<file path="src/rtl/pattern_history_table.sv">
// Gshare pattern history table: 2**M two-bit saturating counters indexed by
// history XOR word-aligned PC, one-cycle registered prediction, mispredict stats.

module pht_counter (
    input  logic       clk,
    input  logic       reset_n,
    input  logic       we_i,
    input  logic       taken_i,
    output logic [1:0] cnt_d_o
);
    logic [1:0] cnt_q, cnt_d;

    always_comb begin
        cnt_d = cnt_q;
        if (we_i) begin
            if (taken_i && cnt_q != 2'b11)       cnt_d = cnt_q + 2'b01;
            else if (!taken_i && cnt_q != 2'b00) cnt_d = cnt_q - 2'b01;
        end
    end

    always_ff @(posedge clk or negedge reset_n) begin
        if (!reset_n) cnt_q <= 2'b01;
        else          cnt_q <= cnt_d;
    end

    // Next-state value is exported so a same-cycle read sees the update.
    assign cnt_d_o = cnt_d;
endmodule

module pattern_history_table #(
    parameter int M       = 4,
    parameter int PC_BITS = 32,
    parameter int CNT_W   = 16
) (
    input  logic               clk,
    input  logic               reset_n,
    input  logic [M-1:0]       bhr_in,
    input  logic               pred_req,
    input  logic [PC_BITS-1:0] pred_pc,
    output logic               pred_valid,
    output logic               pred_taken,
    output logic [M-1:0]       pred_index,
    input  logic               upd_valid,
    input  logic [M-1:0]       upd_index,
    input  logic               upd_taken,
    input  logic               upd_mispredict,
    output logic [CNT_W-1:0]   mispredict_count
);
    localparam int DEPTH = 1 << M;

    logic [DEPTH-1:0][1:0] cnt_nxt;
    logic [M-1:0]          idx;
    logic                  valid_q, valid_d;
    logic                  taken_q, taken_d;
    logic [M-1:0]          index_q, index_d;
    logic [CNT_W-1:0]      mcnt_q, mcnt_d;
    logic                  unused_pc;

    assign idx       = bhr_in ^ pred_pc[M+1:2];
    assign unused_pc = ^{pred_pc[PC_BITS-1:M+2], pred_pc[1:0]};

    for (genvar g = 0; g < DEPTH; g++) begin : g_entry
        pht_counter u_cnt (
            .clk     (clk),
            .reset_n (reset_n),
            .we_i    (upd_valid && (upd_index == M'(g))),
            .taken_i (upd_taken),
            .cnt_d_o (cnt_nxt[g])
        );
    end

    always_comb begin
        valid_d = pred_req;
        taken_d = taken_q;
        index_d = index_q;
        if (pred_req) begin
            taken_d = cnt_nxt[idx][1];
            index_d = idx;
        end
        mcnt_d = mcnt_q;
        if (upd_valid && upd_mispredict && mcnt_q != {CNT_W{1'b1}})
            mcnt_d = mcnt_q + CNT_W'(1);
    end

    always_ff @(posedge clk or negedge reset_n) begin
        if (!reset_n) begin
            valid_q <= 1'b0;
            taken_q <= 1'b0;
            index_q <= '0;
            mcnt_q  <= '0;
        end else begin
            valid_q <= valid_d;
            taken_q <= taken_d;
            index_q <= index_d;
            mcnt_q  <= mcnt_d;
        end
    end

    assign pred_valid       = valid_q;
    assign pred_taken       = taken_q;
    assign pred_index       = index_q;
    assign mispredict_count = mcnt_q;
endmodule

</file>
<file path="config.mk">
export PLATFORM = sky130hd
export DESIGN_NAME = pattern_history_table
export DESIGN_NICKNAME = d
export VERILOG_FILES = /design/src/rtl/pattern_history_table.sv
export SDC_FILE = /design/constraint.sdc
export NUM_CORES = 1
export LEC_CHECK = 0
export CORE_UTILIZATION = 30
export CTS_CLUSTER_DIAMETER = 80
export DETAILED_ROUTE_END_ITERATION = 7
export MAX_ROUTING_LAYER = met4
export SYNTH_ARGS = -nofsm -noshare
export SYNTH_HDL_FRONTEND = slang
export SYNTH_SLANG_ARGS = --single-unit
</file>
<file path="constraint.sdc">
create_clock -name clk -period 1.89 [get_ports clk]
set_input_delay 0.378 -clock clk [delete_from_list [all_inputs] [get_ports clk]]
set_output_delay 0.378 -clock clk [all_outputs]
set_load 0.01 [all_outputs]
</file>
==> out/summary.md, run 1 <==
Yosys mapped the design onto 49 distinct sky130hd cell types. The floorplan step set the die width to 106.7 um. The tools report the clock root buffer as sky130_fd_sc_hd__clkbuf_8. In this run the register-to-register setup slack is -0.09 ns. Path type of the worst min-delay path: in -> async. The Yosys step of the flow raised 0 warnings. At the later pin of the worst-skew pair, clock insertion delay measures 0.32 ns.

For this run, the leading register cell type out of synthesis is sky130_fd_sc_hd__dfrtp_1. The number of nets in the synthesized netlist is 401. The tools report the hold buffer count at CTS as 0. The tools report the count of filler cells inserted in the layout as 1,036.

STA classifies the critical path endpoint as a register. Setup repair after global routing could not meet its margin everywhere. After the last flow step, the layout net total stands at 508. After detailed routing, the average wire length per cell comes to 13.31 um.

In the routed layout, each cell is associated on average with a via count of 4.610. The tools report the DRC violation count after routing as 0. The die height was 106.7 um; the number of top-level design ports was 68. Number of global-route vias before repair: 2,753. The first global-routing pass estimated 12.87 mm of wire. The effective utilization at floorplan is 0.3142, and the number of diodes added for antenna fixing is 0. The run gives 0.6714 mV as the worst voltage drop across the vdd grid. Prior to clock tree synthesis, the placed netlist has a worst setup slack of -0.6752 ns. The share of cells above drive strength 1 was 0.2953; the ratio of total power to cell area was 1103 mW/mm^2. The logs give 0 for the hold violation total from the final report and 0.01046 sq mm for the area of the placeable core. The leakage dissipation came out at 2.069 nW. The worst endpoint data arrival time is 2.19 ns.

Routability-driven placement finished with a final weighted congestion of 0.8004. The end of the worst register-to-register path was pred_taken$_DFFE_PN0P_. The leftover overflow at the end of global routing is 0, and the total count of max-transition violations in the final report is 0. The most critical setup path has its endpoint at pred_taken$_DFFE_PN0P_. Kind of critical path: reg -> reg. The final route contains 2,609 vias. The count of maximum capacitance violations was 0; the largest buffer count on any clock path was 2. The run gives 504.2 MHz as the timing-limited maximum frequency. Along the worst path, the maximum fanout reaches 2. Detailed placement finished with a half-perimeter wire length of 5.832 mm. The final critical delay including setup and external delays was 1.983 ns; the total wirelength of the detailed-routed design was 7.533 mm. The final setup slack of the worst path is -0.09335 ns.

The logs give 0.4172 for the post-synthesis sequential area ratio and 0 for the number of antenna violations at the first check in global routing. The run gives 0.4355 as the share of the core filled with cells in the final layout. The transition at the pin with the smallest max-transition slack is 0.5344 ns.

In this run the core area contains 37 standard-cell rows. The fraction of the cycle the final worst path needs was 1.049; the detailed-router iteration count before antenna repair was 4. TritonCTS created 5 clock buffers.

The area growth from synthesis to layout is 38.64%. The async set or reset register ratio after synthesis is 1.000, and the number of enable-type register cells in the synthesized netlist is 0. At the worst endpoint, the required time is 2.10 ns. After detailed placement, the design holds a cell count of 556.

The die covers 0.01138 sq mm. Leaving out filler cells and counting taps, the final layout contains 566. CTS built an H-tree with a depth of 2. The detail route stage leaves a number of antenna-violating nets equal to 0. The count of state elements after synthesis was 54. The clock edge transition at the registers on the reported setup and hold paths works out to 0.11 ns.

TritonCTS built the clock tree. The number of sinks driven by the clock tree came out at 54. The total routing resource utilization after global routing is 0.1468, and the final number of setup-violating endpoints is 1. After the first detailed-routing iteration, the DRC count stood at 69. The pin count of the biggest net entering global routing was 20; the post-synthesis instance area was 0.003287 sq mm. The relative slew slack is 0.6345.

The final reports fail on negative setup slack. The run finished, with violations left. STA classifies the critical path startpoint as a register. Port buffering added 39 buffers.

Counting cells, the worst reg-to-reg path comes to 7. Between clock sinks in the finished design, the worst skew comes to 0.008596 ns. Average instance area after synthesis: 10.21 sq um. The number of instances in the synthesized netlist was 322.
## where the power goes
group / leakage [nW] / internal [W] / switching (W) / total (W)
logic: 1.39 / 0.00122 / 0.00109 / 0.00231
clock network: 0.0478 / 0.000303 / 0.000416 / 0.000719
registers: 0.630 / 0.00169 / 0.000307 / 0.00200
total: 2.07 / 0.00322 / 0.00181 / 0.00503
## logic make-up after synthesis
logic type,Yosys count,synth area share
DFF,54,0.4172
AOI/OAI and AO/OA,52,0.1134
and+or+nand+nor,85,0.1367
muxes,18,0.05672
adders and majority gates,33,0.1256
buffers and inverters,42,0.04910
xor gates and xnor gates,38,0.1013
## critical path, cell delays in order, from the launching register on
cell and delay, ns:
sky130_fd_sc_hd__dfstp_2 0.56, sky130_fd_sc_hd__inv_2 0.05, sky130_fd_sc_hd__ha_4 0.23, sky130_fd_sc_hd__a21oi_2 0.11, sky130_fd_sc_hd__mux2i_1 0.09, sky130_fd_sc_hd__a22o_1 0.23, sky130_fd_sc_hd__a311o_1 0.32, sky130_fd_sc_hd__a221o_1 0.29
## how the worst min path moves through the flow
stage                       start                                    to  slack [ns]
after CTS                 reset_n                  pred_valid$_DFF_PN0_        0.03
after detailed placement  reset_n                  pred_valid$_DFF_PN0_        0.38
final                     reset_n  g_entry[15].u_cnt.cnt_q[1]$_DFF_PN0_        0.01
after floorplan           reset_n   g_entry[0].u_cnt.cnt_q[1]$_DFF_PN0_        0.08
after global placement    reset_n                  pred_valid$_DFF_PN0_        0.38
after global routing      reset_n   g_entry[6].u_cnt.cnt_q[1]$_DFF_PN0_        0.04
## what timing repair did
item / in CTS / in global routing
pin swaps: 1 / 3
buffers inserted: 2 / 0
hold endpoints to repair: 0 / 0
resized for setup: 20 / 8
endpoints found under the setup margin: 3 / 5
## cell type report
type	instances	area, sq um	area share
Clock buffer	6	82.58	0.01812
Clock inverter	2	16.27	0.003569
Inverter	36	135.1	0.02965
Multi-Input combinational cell	226	1867	0.4097
Sequential cell	54	1371	0.3009
Tap cell	136	170.2	0.03734
Timing Repair Buffer	106	914.6	0.2007
## placed cells by master, fill, tap and decap left out, types with 5 or more instances in the layout
| cell type | synthesis | layout |
|---|---|---|
| sky130_fd_sc_hd__buf_4 | 0 | 64 |
| sky130_fd_sc_hd__dfrtp_1 | 38 | 38 |
| sky130_fd_sc_hd__inv_1 | 36 | 33 |
| sky130_fd_sc_hd__clkdlybuf4s50_1 | 0 | 32 |
| sky130_fd_sc_hd__ha_1 | 33 | 29 |
| sky130_fd_sc_hd__xnor2_1 | 28 | 28 |
| sky130_fd_sc_hd__nand2_1 | 20 | 20 |
| sky130_fd_sc_hd__a21oi_1 | 23 | 18 |
| sky130_fd_sc_hd__nor2_1 | 20 | 17 |
| sky130_fd_sc_hd__dfstp_2 | 16 | 16 |
| sky130_fd_sc_hd__mux2i_1 | 16 | 15 |
| sky130_fd_sc_hd__xor2_1 | 10 | 9 |
| sky130_fd_sc_hd__nand3_1 | 9 | 8 |
| sky130_fd_sc_hd__nor2b_1 | 8 | 8 |
| sky130_fd_sc_hd__clkbuf_8 | 0 | 6 |
| sky130_fd_sc_hd__a21oi_2 | 0 | 5 |
## layer usage
| layer | vias to the layer above | routed length (um) | GRT usage |
|---|---|---|---|
| met5 | - | 0 | - |
| met1 | 1238 | 3524 | 0.1781 |
| met4 | 0 | 159 | 0.05186 |
| met3 | 14 | 198 | 0.02432 |
| li1 | 1313 | - | - |
| met2 | 44 | 3650 | 0.2470 |
## cell usage after synthesis (8+ instances only)
master	count	area, sq um
sky130_fd_sc_hd__nor2_1	20	75.07
sky130_fd_sc_hd__nor2b_1	8	50.05
sky130_fd_sc_hd__a21oi_1	23	115.1
sky130_fd_sc_hd__dfstp_2	16	420.4
sky130_fd_sc_hd__xor2_1	10	87.58
sky130_fd_sc_hd__nand2_1	20	75.07
sky130_fd_sc_hd__ha_1	33	412.9
sky130_fd_sc_hd__xnor2_1	28	245.2
sky130_fd_sc_hd__mux2i_1	16	160.2
sky130_fd_sc_hd__dfrtp_1	38	950.9
sky130_fd_sc_hd__nand3_1	9	45.04
sky130_fd_sc_hd__inv_1	36	135.1
## per-stage QoR
| stage | setup TNS, ns | total power, W | hold slack, ns | area [sq um] |
|---|---|---|---|---|
| 3_3_place_gp | -4.581 | 0.004051 | 0.3769 | 4345 |
| 4_1_cts | -0.09893 | 0.005009 | 0.02605 | 4519 |
| 3_5_place_dp | -5.161 | 0.004167 | 0.3808 | 4345 |
| 2_1_floorplan | -0.0005369 | 0.003256 | 0.08241 | 3303 |
| 5_1_grt | -0.1789 | 0.005498 | 0.03735 | 4557 |
| 6_report | -0.09335 | 0.005028 | 0.01496 | 4557 |
(Power assumes the default switching activity.)
==> run 2, diff against run 1 <==
--- a/config.mk
+++ b/config.mk
@@ -5,6 +5,7 @@
 export SDC_FILE = /design/constraint.sdc
 export NUM_CORES = 1
 export LEC_CHECK = 0
+export ABC_CLOCK_PERIOD_IN_PS = 1890
 export CORE_UTILIZATION = 30
 export CTS_CLUSTER_DIAMETER = 80
 export DETAILED_ROUTE_END_ITERATION = 7
==> results of run 2 <==
Final layout, timing and power as in run 1 (identical DEF).
==> run 3, diff against run 2 <==
--- a/config.mk
+++ b/config.mk
@@ -6,10 +6,12 @@
 export NUM_CORES = 1
 export LEC_CHECK = 0
 export ABC_CLOCK_PERIOD_IN_PS = 1890
-export CORE_UTILIZATION = 30
+export CAP_MARGIN = 25
+export CORE_UTILIZATION = 47
 export CTS_CLUSTER_DIAMETER = 80
 export DETAILED_ROUTE_END_ITERATION = 7
 export MAX_ROUTING_LAYER = met4
+export PLACE_DENSITY = 0.77
 export SYNTH_ARGS = -nofsm -noshare
 export SYNTH_HDL_FRONTEND = slang
 export SYNTH_SLANG_ARGS = --single-unit
==> run 3 against run 2 <==
  * The run still ends with negative setup slack left
  * First-iteration DRC count up 61%
  * Final cell count down 9.2%
  * Non-clock buffer count up 4
  * Hold slack better by 0.012 ns
  * Critical endpoint unchanged
  * Largest power group unchanged
==> out/summary.md, run 3 (synthesis gave the netlist of run 1 again) <==
For the placed standard-cell area, the log shows 0.004303 sq mm (was 0.004345 sq mm). The critical-path maximum fanout is 2 (unchanged), and the total count of max-transition violations in the final report is 0 (unchanged). The final critical delay including setup and external delays is 1.982 ns (was 1.983 ns). TritonCTS built the clock tree. Post-placement setup slack: -0.6196 ns (was -0.6752 ns). For the CTS buffer count, the log shows 5 (unchanged).

The placer congestion estimate was 0.8498 (was 0.8004); the total routing resource utilization after global routing was 0.2219 (was 0.1468). The total number of H-tree levels is 2 (unchanged), and the critical path data required time is 2.11 ns (was 2.10 ns). The flow ran to the end, but the final reports show violations. The run gives 523 (was 1,036) as the count of filler cells inserted in the layout. The mean routed wirelength per cell is 15.22 um (was 13.31 um), and the worst endpoint data arrival time is 2.20 ns (was 2.19 ns). The number of I/O port buffers was 39 (unchanged). The number of sinks driven by the clock tree was 54 (unchanged); the relative slew slack was 0.6259 (was 0.6345). The run gives 0 (unchanged) as the DRC violation count after routing. Kind of critical path: reg -> reg (unchanged). The overall die area is 0.007332 sq mm (was 0.01138 sq mm), and the horizontal extent of the die is 85.63 um (was 106.7 um). The final-stage net count is 512 (was 508). The logs give 504.6 MHz (was 504.2 MHz) for the timing-limited maximum frequency and 0.006756 sq mm (was 0.01046 sq mm) for the area of the placeable core.

Logic depth of the worst register-to-register path: 7 (unchanged). For the clock latency of the later-clocked register in the worst-skew pair, the log shows 0.32 ns (about the same). The iteration-0 DRC count of the detailed router was 111 (was 69); the area growth from synthesis to layout was 39.89% (was 38.64%). The half-perimeter wire length of the detailed placement result was 5.570 mm (was 5.832 mm). The cell-internal power was 0.003465 W (was 0.003217 W). Detail-routed via count per cell: 5.282 (was 4.610). The effective utilization at floorplan was 0.4865 (was 0.3142); the ratio of total power to cell area was 1186 mW/mm^2 (was 1103 mW/mm^2).

Post-route antenna net violation count: 0 (unchanged). The worst voltage drop across the vdd grid was 0.6502 mV (was 0.6714 mV). The run gives 2,714 (was 2,753) as the number of global-route vias before repair. The share of total power consumed by net switching is 0.3646 (was 0.3601), and the largest buffer count on any clock path is 2 (unchanged). The switching component of the power is 0.001988 W (was 0.001810 W), and the first-pass GRT wire length is 12.43 mm (was 12.87 mm).

The logs give 0.004598 sq mm (was 0.004557 sq mm) for the area of all placed cells without fillers and 1 (unchanged) for the final number of setup-violating endpoints. The run gives 2.111 nW (was 2.069 nW) as the leakage dissipation. The share of cells above drive strength 1 was 0.3111 (was 0.2953); the clock tree skew after final layout was 0.009946 ns (was 0.008596 ns). The hold buffer count at CTS came out at 0 (unchanged). For the leftover overflow at the end of global routing, the log shows 0 (unchanged). The tools report the last element of the critical path as pred_taken$_DFFE_PN0P_ (unchanged). The total wirelength of the detailed-routed design is 7.821 mm (was 7.533 mm), and the fraction of the cycle the final worst path needs is 1.049 (about the same). Die height: 85.63 um (was 106.7 um). Highest-count cells in the layout ignoring fill and taps: sky130_fd_sc_hd__buf_4 (68), sky130_fd_sc_hd__dfrtp_1 (38), sky130_fd_sc_hd__clkdlybuf4s50_1 (33), sky130_fd_sc_hd__inv_1 (31), sky130_fd_sc_hd__xnor2_1 (28) (was sky130_fd_sc_hd__buf_4 (64), sky130_fd_sc_hd__dfrtp_1 (38), sky130_fd_sc_hd__inv_1 (33), sky130_fd_sc_hd__clkdlybuf4s50_1 (32), sky130_fd_sc_hd__ha_1 (29)).

The share of total power in the clock network is 0.152 (was 0.143). The logs give 4 (unchanged) for the detailed-router iteration count before antenna repair and -0.09 ns (about the same) for the worst-case register-to-register setup slack. The clock edge transition at the registers on the reported setup and hold paths works out to 0.11 ns (about the same).

The most frequent standard cell in the layout excluding fill and tap cells was sky130_fd_sc_hd__buf_4 (unchanged). Violated checks: negative setup slack (unchanged). For the count of maximum capacitance violations, the log shows 0 (unchanged). The path type of the worst min-delay path is in -> async (unchanged).

The tools report the type of origin of the critical path as a register (unchanged). The tools report the hold violation total from the final report as 0 (unchanged). The total number of placement rows is 30 (was 37), and the total negative setup slack is -0.09172 ns (was -0.09335 ns). The transition at the pin with the smallest max-transition slack was 0.5471 ns (was 0.5344 ns).

For the number of top-level design ports, the log shows 68 (unchanged). Setup repair after global routing could not meet its margin everywhere. The count of vias placed by the detailed router is 2,715 (was 2,609), and the final setup slack of the worst path is -0.09172 ns (was -0.09335 ns). Number of diodes added for antenna fixing: 0 (unchanged).

The number of antenna violations at the first check in global routing came out at 0 (unchanged). The pin count of the biggest net entering global routing was 55 (was 20); the power share of the sequential group was 0.370 (was 0.398). The tools report the worst hold margin as 0.02701 ns (was 0.01496 ns). For the part of the power in combinational logic, the log shows 0.478 (was 0.459). Nature of the critical path endpoint: a register (unchanged). The tools report the end of the worst register-to-register path as pred_taken$_DFFE_PN0P_ (unchanged). The tools report the clock root buffer as sky130_fd_sc_hd__clkbuf_8 (unchanged).
run 3: how the worst min path moves through the flow:
stage               slack (ns)  cells past startpoint  startpoint                              endpoint
floorplan                 0.08                      0     reset_n   g_entry[0].u_cnt.cnt_q[1]$_DFF_PN0_
global placement          0.39                      2     reset_n   g_entry[3].u_cnt.cnt_q[1]$_DFF_PN0_
detailed placement        0.40                      2     reset_n   g_entry[3].u_cnt.cnt_q[1]$_DFF_PN0_
CTS                       0.04                      2     reset_n   g_entry[5].u_cnt.cnt_q[1]$_DFF_PN0_
global route              0.06                      2     reset_n   g_entry[4].u_cnt.cnt_q[1]$_DFF_PN0_
finish                    0.03                      2     reset_n  g_entry[13].u_cnt.cnt_q[1]$_DFF_PN0_
run 3: worst max-delay path, stage by stage (launching register included):
cell                      delay (ns)
sky130_fd_sc_hd__dfstp_2        0.56
sky130_fd_sc_hd__inv_2          0.05
sky130_fd_sc_hd__ha_4           0.23
sky130_fd_sc_hd__a21oi_2        0.13
sky130_fd_sc_hd__mux2i_1        0.12
sky130_fd_sc_hd__a22o_1         0.22
sky130_fd_sc_hd__a311o_1        0.28
sky130_fd_sc_hd__a221o_1        0.29
run 3: cell type report:
type	instances	area (sq um)	share of cell area
Clock buffer	5	68.82	0.01497
Clock inverter	3	43.79	0.009524
Inverter	36	135.1	0.02939
Multi-Input combinational cell	226	1928	0.4193
Sequential cell	54	1371	0.2982
Tap cell	80	100.1	0.02177
Timing Repair Buffer	110	950.9	0.2068
run 3: power groups by stage:
stage / Clock (W) / Combinational [W] / Sequential [W]
final: 0.000830 / 0.00261 / 0.00202
after global routing: 0.000883 / 0.00287 / 0.00207
after CTS: 0.000837 / 0.00224 / 0.00202
after detailed placement: 0 / 0.00216 / 0.00203
after global placement: 0 / 0.00203 / 0.00199
after floorplan: 0 / 0.00125 / 0.00201
run 3: layer usage:
| metal | part of all wire | track usage |
|---|---|---|
| met1 | 0.44 | 0.2684 |
| met2 | 0.52 | 0.3847 |
| met3 | 0.031 | 0.03369 |
| met4 | 0.014 | 0.06515 |
| met5 | 0 | - |
run 3: through the flow:
stage,std cells,utilization,power [W]
floorplan,322,-,0.003256
global placement,502,0.6369,0.004020
detailed placement,502,0.6369,0.004189
CTS,510,0.6604,0.005096
global route,514,0.6806,0.005824
finish,514,0.6806,0.005453
run 3: timing repair:
| action | 4_1_cts | 5_1_grt |
|---|---|---|
| endpoints found under the setup margin | 2 | 4 |
| endpoints found under the hold margin | 0 | 0 |
| pin swaps | 1 | 9 |
| buffers inserted | 0 | 4 |
| gates resized for setup | 14 | 20 |
